$ cat src/rtl/cpu_pkg.sv
// -----------------------------------------------------------------------------
// cpu_pkg
// Shared definitions for the cpu front-end: datapath width, the default reset
// fetch address, the NOP that decode substitutes while fetch has nothing valid,
// and the layout of a fetch entry as carried from fetch to decode.
// -----------------------------------------------------------------------------
package cpu_pkg;

    localparam int XLEN = 32;

    localparam logic [XLEN-1:0] RESET_PC_DEFAULT = 32'h0000_0000;

    // addi x0, x0, 0
    localparam logic [XLEN-1:0] INSTR_NOP = 32'h0000_0013;

    // A fetch entry is the concatenation {pc, instr}; pc occupies the upper
    // half so that a packed entry can be sliced the same way everywhere.
    typedef struct packed {
        logic [XLEN-1:0] pc;
        logic [XLEN-1:0] instr;
    } fetch_entry_t;

endpackage

$ cat src/rtl/fetch_fifo.sv
// -----------------------------------------------------------------------------
// fetch_fifo
// Synchronous FIFO with a single-cycle flush, used as the prefetch buffer
// between instruction memory and decode. Writes land at the tail on the clock
// edge; the head is read combinationally (no write-to-read bypass).
//
// Ports:
//   clk        rising-edge clock
//   reset      synchronous active-high reset (empties the FIFO)
//   flush      empties the FIFO on the next edge; wins over push and pop
//   push       write push_data at the tail
//   push_data  entry to write
//   pop        advance the head (ignored when empty)
//   head_data  entry at the head (meaningful only when !empty)
//   count      number of stored entries
//   full       count == DEPTH
//   empty      count == 0
// -----------------------------------------------------------------------------
module fetch_fifo #(
    parameter int WIDTH = 64,
    parameter int DEPTH = 2
) (
    input  logic                     clk,
    input  logic                     reset,
    input  logic                     flush,
    input  logic                     push,
    input  logic [WIDTH-1:0]         push_data,
    input  logic                     pop,
    output logic [WIDTH-1:0]         head_data,
    output logic [$clog2(DEPTH):0]   count,
    output logic                     full,
    output logic                     empty
);

    localparam int AW = $clog2(DEPTH);
    localparam int CW = AW + 1;
    localparam logic [CW-1:0] DEPTH_CNT = CW'(DEPTH);

    logic [WIDTH-1:0] mem [DEPTH];
    logic [AW-1:0]    wr_ptr;
    logic [AW-1:0]    rd_ptr;
    logic [CW-1:0]    count_q;
    logic             do_push;
    logic             do_pop;

    assign full      = (count_q == DEPTH_CNT);
    assign empty     = (count_q == '0);
    assign count     = count_q;
    assign head_data = mem[rd_ptr];

    assign do_push = push && !full;
    assign do_pop  = pop && !empty;

    // Pointers wrap naturally because DEPTH is a power of two.
    always_ff @(posedge clk) begin
        if (reset || flush) begin
            wr_ptr  <= '0;
            rd_ptr  <= '0;
            count_q <= '0;
        end else begin
            if (do_push) wr_ptr <= wr_ptr + 1'b1;
            if (do_pop)  rd_ptr <= rd_ptr + 1'b1;
            case ({do_push, do_pop})
                2'b10:   count_q <= count_q + CW'(1);
                2'b01:   count_q <= count_q - CW'(1);
                default: count_q <= count_q;
            endcase
        end
    end

    // Storage carries no reset; occupancy is tracked by count_q alone.
    always_ff @(posedge clk) begin
        if (do_push && !flush) mem[wr_ptr] <= push_data;
    end

    a_no_overflow: assert property (@(posedge clk) disable iff (reset)
        !(push && full && !flush));

endmodule

$ cat src/rtl/fetch_unit.sv
// -----------------------------------------------------------------------------
// fetch_unit
// Instruction fetch front-end. Issues sequential word fetches to instruction
// memory under a credit limit, buffers returned words with their PCs in a
// prefetch FIFO and hands {pc, instr} to decode. A redirect flushes the FIFO,
// restarts fetch at the (word-aligned) target and discards every response that
// belongs to requests issued before the redirect.
//
// Ports:
//   clk, reset                       clock, synchronous active-high reset
//   imem_req_valid/ready/addr        fetch request channel
//   imem_resp_valid/data             in-order response channel (no backpressure)
//   redirect_valid/pc                branch/jump redirect from execute
//   if_valid/ready, if_pc, if_instr  head of the prefetch FIFO toward decode
// -----------------------------------------------------------------------------
module fetch_unit #(
    parameter int              XLEN       = cpu_pkg::XLEN,
    parameter logic [XLEN-1:0] RESET_PC   = cpu_pkg::RESET_PC_DEFAULT,
    parameter int              FIFO_DEPTH = 2
) (
    input  logic            clk,
    input  logic            reset,
    output logic            imem_req_valid,
    input  logic            imem_req_ready,
    output logic [XLEN-1:0] imem_req_addr,
    input  logic            imem_resp_valid,
    input  logic [XLEN-1:0] imem_resp_data,
    input  logic            redirect_valid,
    input  logic [XLEN-1:0] redirect_pc,
    output logic            if_valid,
    input  logic            if_ready,
    output logic [XLEN-1:0] if_pc,
    output logic [XLEN-1:0] if_instr
);

    localparam int CW = $clog2(FIFO_DEPTH) + 1;
    localparam int EW = 2 * XLEN;
    localparam logic [CW:0] CREDIT_MAX = (CW+1)'(FIFO_DEPTH);

    function automatic logic [XLEN-1:0] align_word(input logic [XLEN-1:0] addr);
        return {addr[XLEN-1:2], 2'b00};
    endfunction

    // Wraps modulo 2^XLEN: the last word address is followed by zero.
    function automatic logic [XLEN-1:0] next_word(input logic [XLEN-1:0] addr);
        return addr + XLEN'(4);
    endfunction

    logic [XLEN-1:0] fetch_pc;
    logic [XLEN-1:0] resp_pc;
    logic [CW-1:0]   outstanding;
    logic [CW-1:0]   drop_cnt;

    logic [CW-1:0]   fifo_count;
    logic            fifo_full;
    logic            fifo_empty;
    logic [EW-1:0]   head_entry;

    logic [CW:0]     credit_used;
    logic [XLEN-1:0] redirect_target;
    logic            req_fire;
    logic            resp_drop;
    logic            resp_keep;
    logic            pop;

    assign redirect_target = align_word(redirect_pc);

    // Entries already buffered plus requests still in flight may never exceed
    // the FIFO size, so every response is guaranteed a slot when it arrives.
    assign credit_used    = {1'b0, fifo_count} + {1'b0, outstanding};
    assign imem_req_valid = !reset && !redirect_valid && (credit_used < CREDIT_MAX);
    assign imem_req_addr  = fetch_pc;
    assign req_fire       = imem_req_valid && imem_req_ready;

    // A response in the redirect cycle is stale by definition; otherwise it is
    // stale while drop_cnt still counts pre-redirect requests.
    assign resp_drop = imem_resp_valid && (redirect_valid || (drop_cnt != '0));
    assign resp_keep = imem_resp_valid && !resp_drop;

    assign if_valid = !reset && !fifo_empty;
    assign pop      = if_valid && if_ready;
    assign if_pc    = reset ? '0 : head_entry[EW-1:XLEN];
    assign if_instr = reset ? '0 : head_entry[XLEN-1:0];

    always_ff @(posedge clk) begin
        if (reset) begin
            fetch_pc    <= RESET_PC;
            resp_pc     <= RESET_PC;
            outstanding <= '0;
            drop_cnt    <= '0;
        end else begin
            case ({req_fire, imem_resp_valid})
                2'b10:   outstanding <= outstanding + CW'(1);
                2'b01:   outstanding <= outstanding - CW'(1);
                default: outstanding <= outstanding;
            endcase

            if (redirect_valid) begin
                // No request fires in this cycle, so everything still
                // outstanding (minus the one responding now) is stale.
                fetch_pc <= redirect_target;
                resp_pc  <= redirect_target;
                drop_cnt <= outstanding - CW'(imem_resp_valid);
            end else begin
                if (req_fire)  fetch_pc <= next_word(fetch_pc);
                if (resp_keep) resp_pc  <= next_word(resp_pc);
                if (imem_resp_valid && (drop_cnt != '0)) drop_cnt <= drop_cnt - CW'(1);
            end
        end
    end

    fetch_fifo #(
        .WIDTH (EW),
        .DEPTH (FIFO_DEPTH)
    ) u_fifo (
        .clk       (clk),
        .reset     (reset),
        .flush     (redirect_valid),
        .push      (resp_keep),
        .push_data ({resp_pc, imem_resp_data}),
        .pop       (pop),
        .head_data (head_entry),
        .count     (fifo_count),
        .full      (fifo_full),
        .empty     (fifo_empty)
    );

    a_credit_bound: assert property (@(posedge clk) disable iff (reset)
        credit_used <= CREDIT_MAX);

    a_resp_has_req: assert property (@(posedge clk) disable iff (reset)
        imem_resp_valid |-> (outstanding != '0));

    a_keep_has_room: assert property (@(posedge clk) disable iff (reset)
        !(resp_keep && fifo_full));

endmodule

$ cat config.mk
export PLATFORM = sky130hd
export DESIGN_NAME = fetch_unit
export DESIGN_NICKNAME = d
export VERILOG_FILES = /design/src/rtl/cpu_pkg.sv /design/src/rtl/fetch_fifo.sv /design/src/rtl/fetch_unit.sv
export SDC_FILE = /design/constraint.sdc
export NUM_CORES = 1
export LEC_CHECK = 0
export CAP_MARGIN = 20
export CORE_MARGIN = 4
export CORE_UTILIZATION = 35
export DETAILED_ROUTE_END_ITERATION = 12
export DONT_BUFFER_PORTS = 1
export MAX_ROUTING_LAYER = met4
export SYNTH_ARGS = -nofsm -noshare
export SYNTH_HDL_FRONTEND = slang
export SYNTH_HIERARCHICAL = 1
export SYNTH_SLANG_ARGS = --single-unit
$ cat constraint.sdc
create_clock -name clk -period 14.6 [get_ports clk]
set_input_delay 2.92 -clock clk [delete_from_list [all_inputs] [get_ports clk]]
set_output_delay 2.92 -clock clk [all_outputs]
set_load 0.02 [all_outputs]
# == After elaboration in Yosys (flattened, before gate mapping) ==
# Memory sizes are Yosys's and may differ from the RTL's. A register that Yosys moved wholly into a read port is not among the register bits.
# Index checks and enable logic that the tools add are counted.
# Widths: inputs -> output; s select.
# classes
n_addsub,11
mul,0
n_div,0
order_cmp,1
n_eq_ne,5
shifts,0
n_mux,14
bitwise,0
n_reduce_logical,26
# ops
cell,count
$mux 32,6
$add 32x3->32 const B,2
$reduce_bool 2->1,6
$logic_and 1x1->1,11
$pmux 2 s2,2
$eq 2x2->1 const B,3
$sub 2x1->2 const B,3
$logic_not 1->1,5
$add 2x1->2 const B,2
$eq 2x1->1 const B,2
$mux 1,4
$mux 2,2
$add 2x2->3,1
$lt 3x2->1 const B,1
$add 1x1->1 const B,2
$logic_not 2->1,1
$logic_or 1x1->1,2
$reduce_or 2->1,1
$sub 2x1->2,1
# totals
ff_bits,72
latchBits,0
ram_bits,128
romBits,0
inputBits,70
output_inout_bits,98
word_cells,67
memories,1
# mem_list
name,words,word_bits,read_ports,rd_clocked_by_memory_dff,write_ports,line,rtl
u_fifo.mem,2,64,1,1,1,fetch_fifo.sv:39,logic [WIDTH-1:0] mem [DEPTH];

# == Logic depth before layout (Yosys ltp) ==
# Gate-level depths: netlist of run 1.
# depth
word_depth,9
mapped_depth,10
mapped_depth_nobuf,9

# == Hierarchy ==
# The synthesis of run 1 kept the hierarchy.
# modules_own_cells
module,instances,cells_per_inst,area_per_inst_um2,seq_area_each_um2
fetch_fifo,1,225,4828.4,3943.8
fetch_unit,1,528,4164.0,1281.2

# == Least setup slack after synthesis of run 1 ==
# Ideal clock, no wire load.
# synth_timing
kind,input port to flip-flop
startpoint,in redirect_valid
endpoint,"mem u_fifo.mem[1][0], enable pin"
setup_ns,0.579
arrival_time_ns,8.236
required_ns,14.021
setup_slack_ns,5.784
path_stages,5
n_path_buf,2
cell_sequence,clkbuf_1 buf_1 nor2_1 nand2b_1 nor3b_1
# synth_via
elab_chain_cells,8
word_cells_on_any_way,9
classes_between,mux: 2; reduce/logical: 7
# synth_lines
element,line,rtl
from (decl),fetch_unit.sv:28,"input logic redirect_valid,"
$logic_or 1x1->1,fetch_unit.sv:77,assign resp_drop = imem_resp_valid && (redirect_valid || (drop_cnt != '0));
$logic_and 1x1->1,fetch_unit.sv:77,
$logic_not 1->1,fetch_unit.sv:78,assign resp_keep = imem_resp_valid && !resp_drop;
$logic_and 1x1->1,fetch_unit.sv:78,
net resp_keep,fetch_unit.sv:63,logic resp_keep;
$logic_and 1x1->1,fetch_fifo.sv:51,assign do_push = push && !full;
$logic_and 1x1->1,fetch_fifo.sv:73,if (do_push && !flush) mem[wr_ptr] <= push_data;
$mux 1,fetch_fifo.sv:73,
$mux 1 (not written as such),fetch_fifo.sv:73,
to (decl),fetch_fifo.sv:39,
# The timed path passes the listed nets, and every way through them passes these cells.

# == Final worst setup path of run 1 ==
# layout_timing
startpoint,in redirect_valid
endpoint,out imem_req_valid
# layout_via
elab_chain_cells,3
# layout_lines
element,line,rtl
$logic_not 1->1,fetch_unit.sv:71,assign imem_req_valid = !reset && !redirect_valid && (credit_used < CREDIT_MAX);
$logic_and 1x1->1 (2 in a row),fetch_unit.sv:71,
to (decl),fetch_unit.sv:23,"output logic imem_req_valid,"
# No other way between the ends.

==> flow_summary_export.csv, run 1 <==
group,metric,value,unit
status,status,"complete, no violations",
clock_tree,worstSkewPairLatency,0.43,ns
clock_tree,clk_path_buf_depth,2,
critical_path,crit_family,"simple AND/OR/NAND/NOR gates",
finish,drive_above_1_share,14.3,%
route,met3_length,2230,µm
floorplanning,dieArea,0.0283,mm²
synth,ys.flop_type,"edfxtp_1",
sta,fin_crit,6.58,ns
grt,grt_max_degree,114,
route,vias,5701,
critical_path,path_max_fanout,50,
clock_tree,cts_resized,0,
synth,yosysUniqueCellTypes,55,
critical_path,path_cells,"nor4_2",
floorplanning,dieWidth,168,µm
synth,ys_async_sr_fraction,0,%
sta,worst_pin_slew,0.897,ns
floorplanning,die_y,168,µm
synth,ys_warn_count,6,
finish,area_growth,9.43,%
grt,grt_pass1_wl,31200,µm
finish,final_area,0.00984,mm²
floorplanning,core_area,0.0253,mm²
synth,synth_area_leader_cell,"edfxtp_1",
clock_tree,cts_max_level,4,
critical_path,critPathBufInv,0,
clock_tree,postCtsSetupRepairBufs,0,
floorplanning,io_pins,168,
route,wl_met1,9240,µm
power,leakagePower,3.11,nW
sta,fin_crit_sh,45.1,%
clock_tree,tritoncts,"done",
clock_tree,clk_pin_slew,0.08,ns
critical_path,start_kind,"primary input",
sta,max_slew_margin,40.2,%
grt,grt_overflow,0,
finish,nets,810,
sta,skew,0.0167,ns
sta,finalHoldViolations,0,
clock_tree,clock-sinks,197,
finish,finish.utilization,39.0,%
route,drt-pass1-iter-count,5,
sta,rsz0062_at_grt,"false",
route,wirelength,20200,µm
synth,syn_area,0.00899,mm²
synth,synth_edf_count,128,
floorplanning,rows,58,
route,routedWlPerCell,18.7,µm
sta,finalSetupViolCount,0,
route,drc_errors,0,
synth,avgSynthCellArea,11.9,µm²
route,drtIter0Drc,333,
synth,synth_area_leaders,"edfxtp_1 (43%), dfxtp_1 (15%), mux2_2 (8.0%), nor2b_1 (4.5%), xnor2_1 (1.8%)",
placement,placed_area,0.00927,mm²
finish,antenna_cells,0,
critical_path,required,11.68,ns
synth,synth_cells,753,
critical_path,cp_slowest_cell,"nor4_2",
route,met2WireLength,8490,µm
placement,finalWeightedCongestion,0.810,
critical_path,cpPeakStageDelay,0.72,ns
power,ir_drop,77.8,µV
grt,antenna_found_initial,1,
sta,worst_slack,8.02,ns
synth,synth-seq-area-share,58.1,%
synth,synth.ff_latch_count,197,
clock_tree,cts_hold_buf,0,
placement,place_inst,1044,
flow_run,cap_viol_max_count,0,
grt,track_usage,14.4,%
grt,grt_pass1_vias,5387,
placement,hpwlAfterDp,13400,µm
route,viasPerCell,5.30,
sta,fmax,152,MHz
finish,instances_no_fill,1076,
synth,synth_top_area_share,42.7,%
hold_path,hp-class,"reg2reg",
clock_tree,cts_buffers,17,
sta,slew_viol_final,0,
placement,dp_slack,8.01,ns
sta,tns,0,ns
critical_path,worstSetupPathType,"in2out",
placement,io_buffers,0,
route,routed.top_layer,"met4",
critical_path,arrival,3.66,ns
floorplanning,start_util,35.6,%
critical_path,crit_path_end_kind,"output pin",
clock_tree,cts-root-buf,"clkbuf_16",
route,final_antenna_net_count,0,
power,power.density,119,mW/mm²
cell usage after synthesis, types with 11 or more instances:
library cell	instances
edfxtp_1	128
dfxtp_1	69
nor2b_1	65
mux2_2	64
clkbuf_1	32
nor2_1	29
nand3_1	27
inv_1	26
nand2_1	24
a21oi_1	21
nand4_1	19
a21boi_0	18
or4_1	18
xnor2_1	18
a31oi_1	17
nor4_1	15
o31a_1	15
o21ai_0	11
logic make-up (layout without fill, tap and decap cells):
kind of cell,Yosys count,count (layout),share of synthesized area [%]
muxes,65,65,8.13
AOI/OAI and AO/OA,128,128,10.0
and+or+nand+nor,253,253,16.7
buffers and inverters,75,63,3.34
adders and majority gates,7,7,1.06
xor gates and xnor gates,27,27,2.63
DFF,197,197,58.1
other,1,6,0.0417
layout by cell type, fill, tap and decap left out, types with 19 or more instances in the layout:
master and n:
edfxtp_1 128, dfxtp_1 68, nor2b_1 65, mux2_2 64, nor2_1 29, nand3_1 27, inv_1 25, nand2_1 24
a21oi_1 21, nand4_1 19
power by group:
part	internal (mW)	switching, mW	total (mW)	leakage, nW
clock	0.234	0.217	0.451	0.279
sequential	0.614	0.0304	0.645	1.74
combinational	0.0284	0.0434	0.0719	1.09
stage by stage:
stage               total power, mW  hold WS [ns]
finish                         1.17         0.511
global route                   1.22         0.534
CTS                            1.18         0.521
detailed placement            0.730         0.500
global placement              0.728         0.490
floorplan                     0.715         0.440
metal layers:
| metal | track usage [%] | vias up |
|---|---|---|
| met2 | 19.7 | 198 |
| li1 | - | 2790 |
| met3 | 5.89 | 15 |
| met1 | 19.8 | 2698 |
| met4 | 3.71 | 0 |
| met5 | - | - |
sequential cells by signal, summed over array words and instances, names as in the netlist, named ones only:
signal / flops
u_fifo/mem: 128
imem_req_addr: 30
drop_cnt: 2
u_fifo/rd_ptr: 1
u_fifo/count: 2
outstanding: 2
resp_pc: 30
u_fifo/wr_ptr: 1
path summary, 6_finish.rpt:
path | from | endpoint | slack [ns] | cells past startpoint
min reg2reg | resp_pc[31] | u_fifo/mem[1][63] | 0.51 | 0
max | redirect_valid | imem_req_valid | 8.02 | 1
min | resp_pc[31] | u_fifo/mem[1][63] | 0.51 | 0
max reg2reg | u_fifo/count[0] | outstanding[1] | 10.86 | 8
cell type report:
type | instances | area [µm²]
Clock buffer | 19 | 454
Clock inverter | 13 | 120
Fill cell | 2412 | 15400
Inverter | 27 | 101
Multi-Input combinational cell | 486 | 3500
Sequential cell | 197 | 5230
Tap cell | 330 | 413
Timing Repair Buffer | 4 | 30.0
Note: power is estimated with default switching activity, not from simulation.
==> run 2, diff against run 1 <==
==> constraint.sdc (replaced) <==
create_clock -name clk -period 5.5 [get_ports clk]
set_input_delay 1.1 -clock clk [delete_from_list [all_inputs] [get_ports clk]]
set_output_delay 1.1 -clock clk [all_outputs]
set_load 0.02 [all_outputs]
==> run 2 against run 1 <==
Critical path depth up 7. Sequential share of layout area down 0.061 points. Count of clock-buffer cells in the layout unchanged. Non-clock buffer count unchanged. Worst hold slack better by 0.0096 ns. Clock skew is 0.0031 ns higher. Register-to-register slack lost 9.1 ns. Largest cell class unchanged.
==> flow_summary_export.csv, run 2 (synthesized netlist as in run 1, its figures left out) <==
group,metric,value,unit
status,status,"complete, no violations",
grt,track_usage,14.8,%
finish,instances_no_fill,1076,
hold_path,whs_path_depth,0,
sta,fmax,268,MHz
power,p_sw_share,24.8,%
route,final_antenna_net_count,0,
floorplanning,die_y,168,µm
critical_path,worstSetupPathType,"reg2reg",
placement,dp_slack,1.82,ns
critical_path,crit_path_end_kind,"flop",
finish,largest_register,"u_fifo/mem",
floorplanning,rows,58,
sta,fin_crit_sh,67.9,%
sta,slew_viol_final,0,
hold_path,hold_end,"u_fifo/mem[1][63]",
critical_path,required,5.87,ns
placement,hpwlAfterDp,13900,µm
clock_tree,cts_buffers,17,
clock_tree,tritoncts,"done",
grt,grt_max_degree,114,
critical_path,regToRegStartpoint,"u_fifo/count[0]",
power,p_switching,0.773,mW
critical_path,r2r_cells,8,
sta,skew,0.0198,ns
placement,io_buffers,0,
power,p_seq_share,55.0,%
clock_tree,cts_resized,0,
power,finalPower,3.11,mW
finish,final_cell_mix,"edfxtp_1 (128), dfxtp_1 (68), nor2b_1 (65), mux2_2 (64), nor2_1 (29)",
floorplanning,dieArea,0.0283,mm²
flow_run,cap_viol_max_count,0,
sta,rsz0062_at_grt,"false",
critical_path,cpPeakStageDelay,0.81,ns
route,drt-pass1-iter-count,5,
clock_tree,cts_max_level,4,
sta,hold_slack,0.521,ns
critical_path,start_kind,"flop",
power,p_clk_share,38.8,%
route,drtIter0Drc,327,
power,p_int,2.34,mW
power,leakagePower,3.12,nW
hold_path,hp-class,"reg2reg",
sta,finalSetupViolCount,0,
power,p_comb_share,6.2,%
clock_tree,clk_path_buf_depth,2,
floorplanning,core_area,0.0253,mm²
sta,worst_pin_slew,1.00,ns
floorplanning,start_util,35.6,%
placement,finalWeightedCongestion,0.773,
critical_path,r2r-end,"outstanding[1]",
floorplanning,io_pins,168,
route,viasPerCell,5.51,
critical_path,path_cells,"and2_1 -> fa_1 -> nor4_2 -> and2_1 -> clkinv_1 -> ha_1 -> or3_1 -> a21oi_1",
sta,finalHoldViolations,0,
critical_path,cpMostUsedCell,"and2_1",
critical_path,arrival,4.10,ns
route,routedWlPerCell,19.5,µm
finish,fillCellCount,2451,
critical_path,cp_slowest_cell,"nor4_2",
finish,drive_above_1_share,14.5,%
finish,nets,810,
sta,tns,0,ns
power,power.density,316,mW/mm²
clock_tree,postCtsSetupRepairBufs,0,
finish,layout_commonest_cell,"edfxtp_1",
clock_tree,cts_hold_buf,0,
grt,grt_overflow,0,
clock_tree,cts-root-buf,"clkbuf_16",
critical_path,path_max_fanout,10,
clock_tree,worstSkewPairLatency,0.44,ns
route,vias,5934,
clock_tree,clk_pin_slew,0.07,ns
grt,grt_pass1_vias,5653,
route,wirelength,21000,µm
grt,grt_pass1_wl,32300,µm
sta,fin_crit,3.73,ns
placement,place_inst,1044,
clock_tree,clock-sinks,197,
sta,worst_slack,1.77,ns
finish,largest_reg_flops,128,
power,ir_drop,165,µV
floorplanning,dieWidth,168,µm
finish,antenna_cells,0,
route,drc_errors,0,
critical_path,ff2ff_setup_slack,1.77,ns
grt,antenna_found_initial,0,
hold_path,hp-start,"resp_pc[31]",
finish,area_growth,9.56,%
sta,max_slew_margin,33.3,%
==> run 2: final cells by class <==
cell class	instances	area (µm²)	share of cell area, %
Tap cell	330	413	4.19
Sequential cell	197	5230	53.0
Clock buffer	19	464	4.71
Clock inverter	13	109	1.10
Timing Repair Buffer	4	30.0	0.305
Inverter	27	101	1.03
Multi-Input combinational cell	486	3510	35.6
==> run 2: layer usage <==
metal / up-vias / GRT usage (%) / share of wire, %
met1: 2933 / 20.1 / 46
met4: 0 / 3.49 / 0.81
met3: 14 / 4.91 / 8.9
met5: - / - / 0
li1: 2785 / - / -
met2: 202 / 21.6 / 44
==> run 2: worst max path at each step <==
| stage | slack (ns) | startpoint | cells after the start | endpoint |
|---|---|---|---|---|
| global placement | 1.83 | u_fifo/count[0] | 8 | outstanding[1] |
| finish | 1.77 | u_fifo/count[0] | 8 | outstanding[1] |
| floorplan | 0.76 | redirect_valid | 5 | u_fifo/mem[1][0] |
| global route | 1.53 | u_fifo/count[0] | 8 | outstanding[1] |
| CTS | 1.71 | flop | 3 | if_pc[0] |
| detailed placement | 1.82 | u_fifo/count[0] | 8 | outstanding[1] |
==> run 2: power by group through the flow <==
| stage | Sequential (mW) | Clock, mW | Combinational (mW) |
|---|---|---|---|
| 2_1_floorplan | 1.72 | 0 | 0.174 |
| 3_3_place_gp | 1.74 | 0 | 0.191 |
| 3_5_place_dp | 1.75 | 0 | 0.194 |
| 6_report | 1.71 | 1.21 | 0.194 |
| 4_1_cts | 1.71 | 1.24 | 0.195 |
| 5_1_grt | 1.72 | 1.31 | 0.214 |
==> run 2: worst max-delay path, delay by kind of cell (launching register included) <==
family                   cells  cell delay [ns]
flip-flops                   1             0.45
AO/OA/AOI/OAI                1             0.14
adder cells (fa/ha/maj)      2             0.92
buffers and inverters        1             0.38
AND/OR/NAND/NOR              4             1.77
==> run 2: through the flow <==
step           utilization (%)  area [µm²]
2_1_floorplan                -        9020
3_3_place_gp              36.7        9280
3_5_place_dp              36.7        9280
4_1_cts                   39.0        9850
5_1_grt                   39.0        9850
6_report                  39.0        9850
==> run 3, diff against run 2 <==
==> constraint.sdc (replaced) <==
create_clock -name clk -period 3.3 [get_ports clk]
set_input_delay 0.66 -clock clk [delete_from_list [all_inputs] [get_ports clk]]
set_output_delay 0.66 -clock clk [all_outputs]
set_load 0.02 [all_outputs]
==> run 3 against run 2 <==
Global-route usage is essentially flat. Clock skew down 0.0027 ns. Maximum frequency rose by 27%. First-iteration DRC count is 12% lower. Core utilization is 0.53 points higher. Design area increased by 1.4%. Combinational power increased by 72%. Critical endpoint unchanged. Sequential power up 67%. Power is 68% higher.
==> flow_summary_export.csv, run 3 (synthesized netlist as in run 1, its figures left out) <==
group,metric,value,unit
status,status,"complete, no violations",
floorplanning,die_y,168,µm
clock_tree,worstSkewPairLatency,0.43,ns
critical_path,path_max_fanout,8,
power,p_sw_share,24.7,%
finish,antenna_cells,0,
route,drc_errors,0,
sta,fin_crit,2.95,ns
placement,dp_slack,0.369,ns
power,ir_drop,268,µV
critical_path,worstSetupPathType,"reg2reg",
power,p_int,3.94,mW
clock_tree,cts_resized,0,
clock_tree,clock-sinks,197,
grt,globalRouteMet1Util,19.9,%
floorplanning,dieArea,0.0283,mm²
sta,finalHoldViolations,0,
route,drtIter0Drc,288,
floorplanning,core_area,0.0253,mm²
sta,worst_pin_slew,0.762,ns
finish,final_cell_mix,"edfxtp_1 (128), dfxtp_1 (68), nor2b_1 (65), mux2_2 (64), nor2_1 (28)",
finish,fillCellCount,2437,
clock_tree,cts-root-buf,"clkbuf_16",
critical_path,crit_family,"simple AND/OR/NAND/NOR gates",
floorplanning,rows,58,
floorplanning,io_pins,168,
clock_tree,cts_hold_buf,0,
finish,area_growth,11.0,%
placement,place_inst,1051,
finish,finish.utilization,39.5,%
sta,worst_slack,0.352,ns
clock_tree,clk_path_buf_depth,2,
floorplanning,start_util,35.6,%
clock_tree,clk_pin_slew,0.08,ns
sta,rsz0062_at_grt,"false",
clock_tree,cts_max_level,4,
critical_path,required,3.67,ns
power,p_seq_share,54.5,%
clock_tree,tritoncts,"done",
route,drt-pass1-iter-count,4,
finish,drive_above_1_share,15.4,%
grt,track_usage,14.8,%
grt,grt_util_met3,5.00,%
grt,grt_most_used_layer,"met2",
placement,hpwlAfterDp,13800,µm
grt,grt_pass1_wl,32300,µm
finish,layout_commonest_cell,"edfxtp_1",
finish,regArea,0.00523,mm²
route,viasPerCell,5.40,
placement,finalWeightedCongestion,0.799,
finish,final_area,0.00999,mm²
power,power.density,524,mW/mm²
sta,fmax,339,MHz
flow_run,cap_viol_max_count,0,
sta,hold_slack,0.328,ns
grt,antenna_found_initial,0,
route,final_antenna_net_count,0,
critical_path,critPathBufInv,1,
grt,use_met2,21.8,%
power,p_clk_share,39.1,%
power,leakagePower,3.18,nW
route,wirelength,20600,µm
finish,multiInputGateArea,0.00352,mm²
finish,nets,817,
critical_path,path_cells,"and2_1 -> fa_1 -> nor4_2 -> and2_1 -> clkinv_1 -> ha_1 -> or3_1 -> a21oi_1",
clock_tree,postCtsSetupRepairBufs,0,
critical_path,cpMostUsedCell,"and2_1",
critical_path,start_kind,"flop",
sta,finalSetupViolCount,0,
placement,io_buffers,0,
placement,placed_area,0.00941,mm²
critical_path,crit_path_end_kind,"flop",
grt,grt_max_degree,114,
power,p_switching,1.29,mW
sta,skew,0.0171,ns
sta,max_slew_margin,49.2,%
hold_path,hp-class,"in2reg",
sta,tns,0,ns
power,p_comb_share,6.4,%
clock_tree,cts_buffers,17,
critical_path,cpPeakStageDelay,0.49,ns
finish,largest_reg_flops,128,
grt,grt_pass1_vias,5685,
power,finalPower,5.23,mW
sta,slew_viol_final,0,
sta,fin_crit_sh,89.3,%
floorplanning,dieWidth,168,µm
route,routedWlPerCell,19.0,µm
critical_path,arrival,3.31,ns
finish,largest_register,"u_fifo/mem",
grt,grt_overflow,0,
finish,instances_no_fill,1083,
route,vias,5849,
critical_path,cp_slowest_cell,"fa_1",
[run 3: cell count changes in the layout (fill, tap and decap cells not counted), sizes merged]
cell / delta
buf: +7
clkinv: -2
bufinv: +1
clkbuf: -1
inv: +2
[run 3: per-layer routing]
layer  up-vias  part of all wire (%)
met3        20                   9.1
li1       2793                     -
met2       199                    45
met1      2837                    45
met4         0                   1.1
met5         -                     0
[run 3: final timing paths]
path | from | endpoint | slack [ns] | cells after the start
hold / removal | imem_resp_data[25] | u_fifo/mem[1][25] | 0.33 | 0
setup reg to reg | u_fifo/count[0] | outstanding[1] | 0.35 | 8
hold reg to reg | resp_pc[31] | u_fifo/mem[1][63] | 0.52 | 0
setup / recovery | u_fifo/count[0] | outstanding[1] | 0.35 | 8
[run 3: cell type report]
| class | instances | share of cell area [%] |
|---|---|---|
| timing repair buffer | 11 | 1.45 |
| tap | 330 | 4.13 |
| sequential | 197 | 52.3 |
| multi-input combinational | 486 | 35.3 |
| inverter | 27 | 1.01 |
| clock inverter | 14 | 1.38 |
| clock buffer | 18 | 4.40 |
[run 3: power groups by stage]
stage	Combinational (mW)	Clock, mW	Sequential [mW]
3_5_place_dp	0.336	0	2.91
4_1_cts	0.338	2.12	2.85
2_1_floorplan	0.295	0	2.87
5_1_grt	0.370	2.21	2.87
6_report	0.333	2.05	2.85
3_3_place_gp	0.333	0	2.90
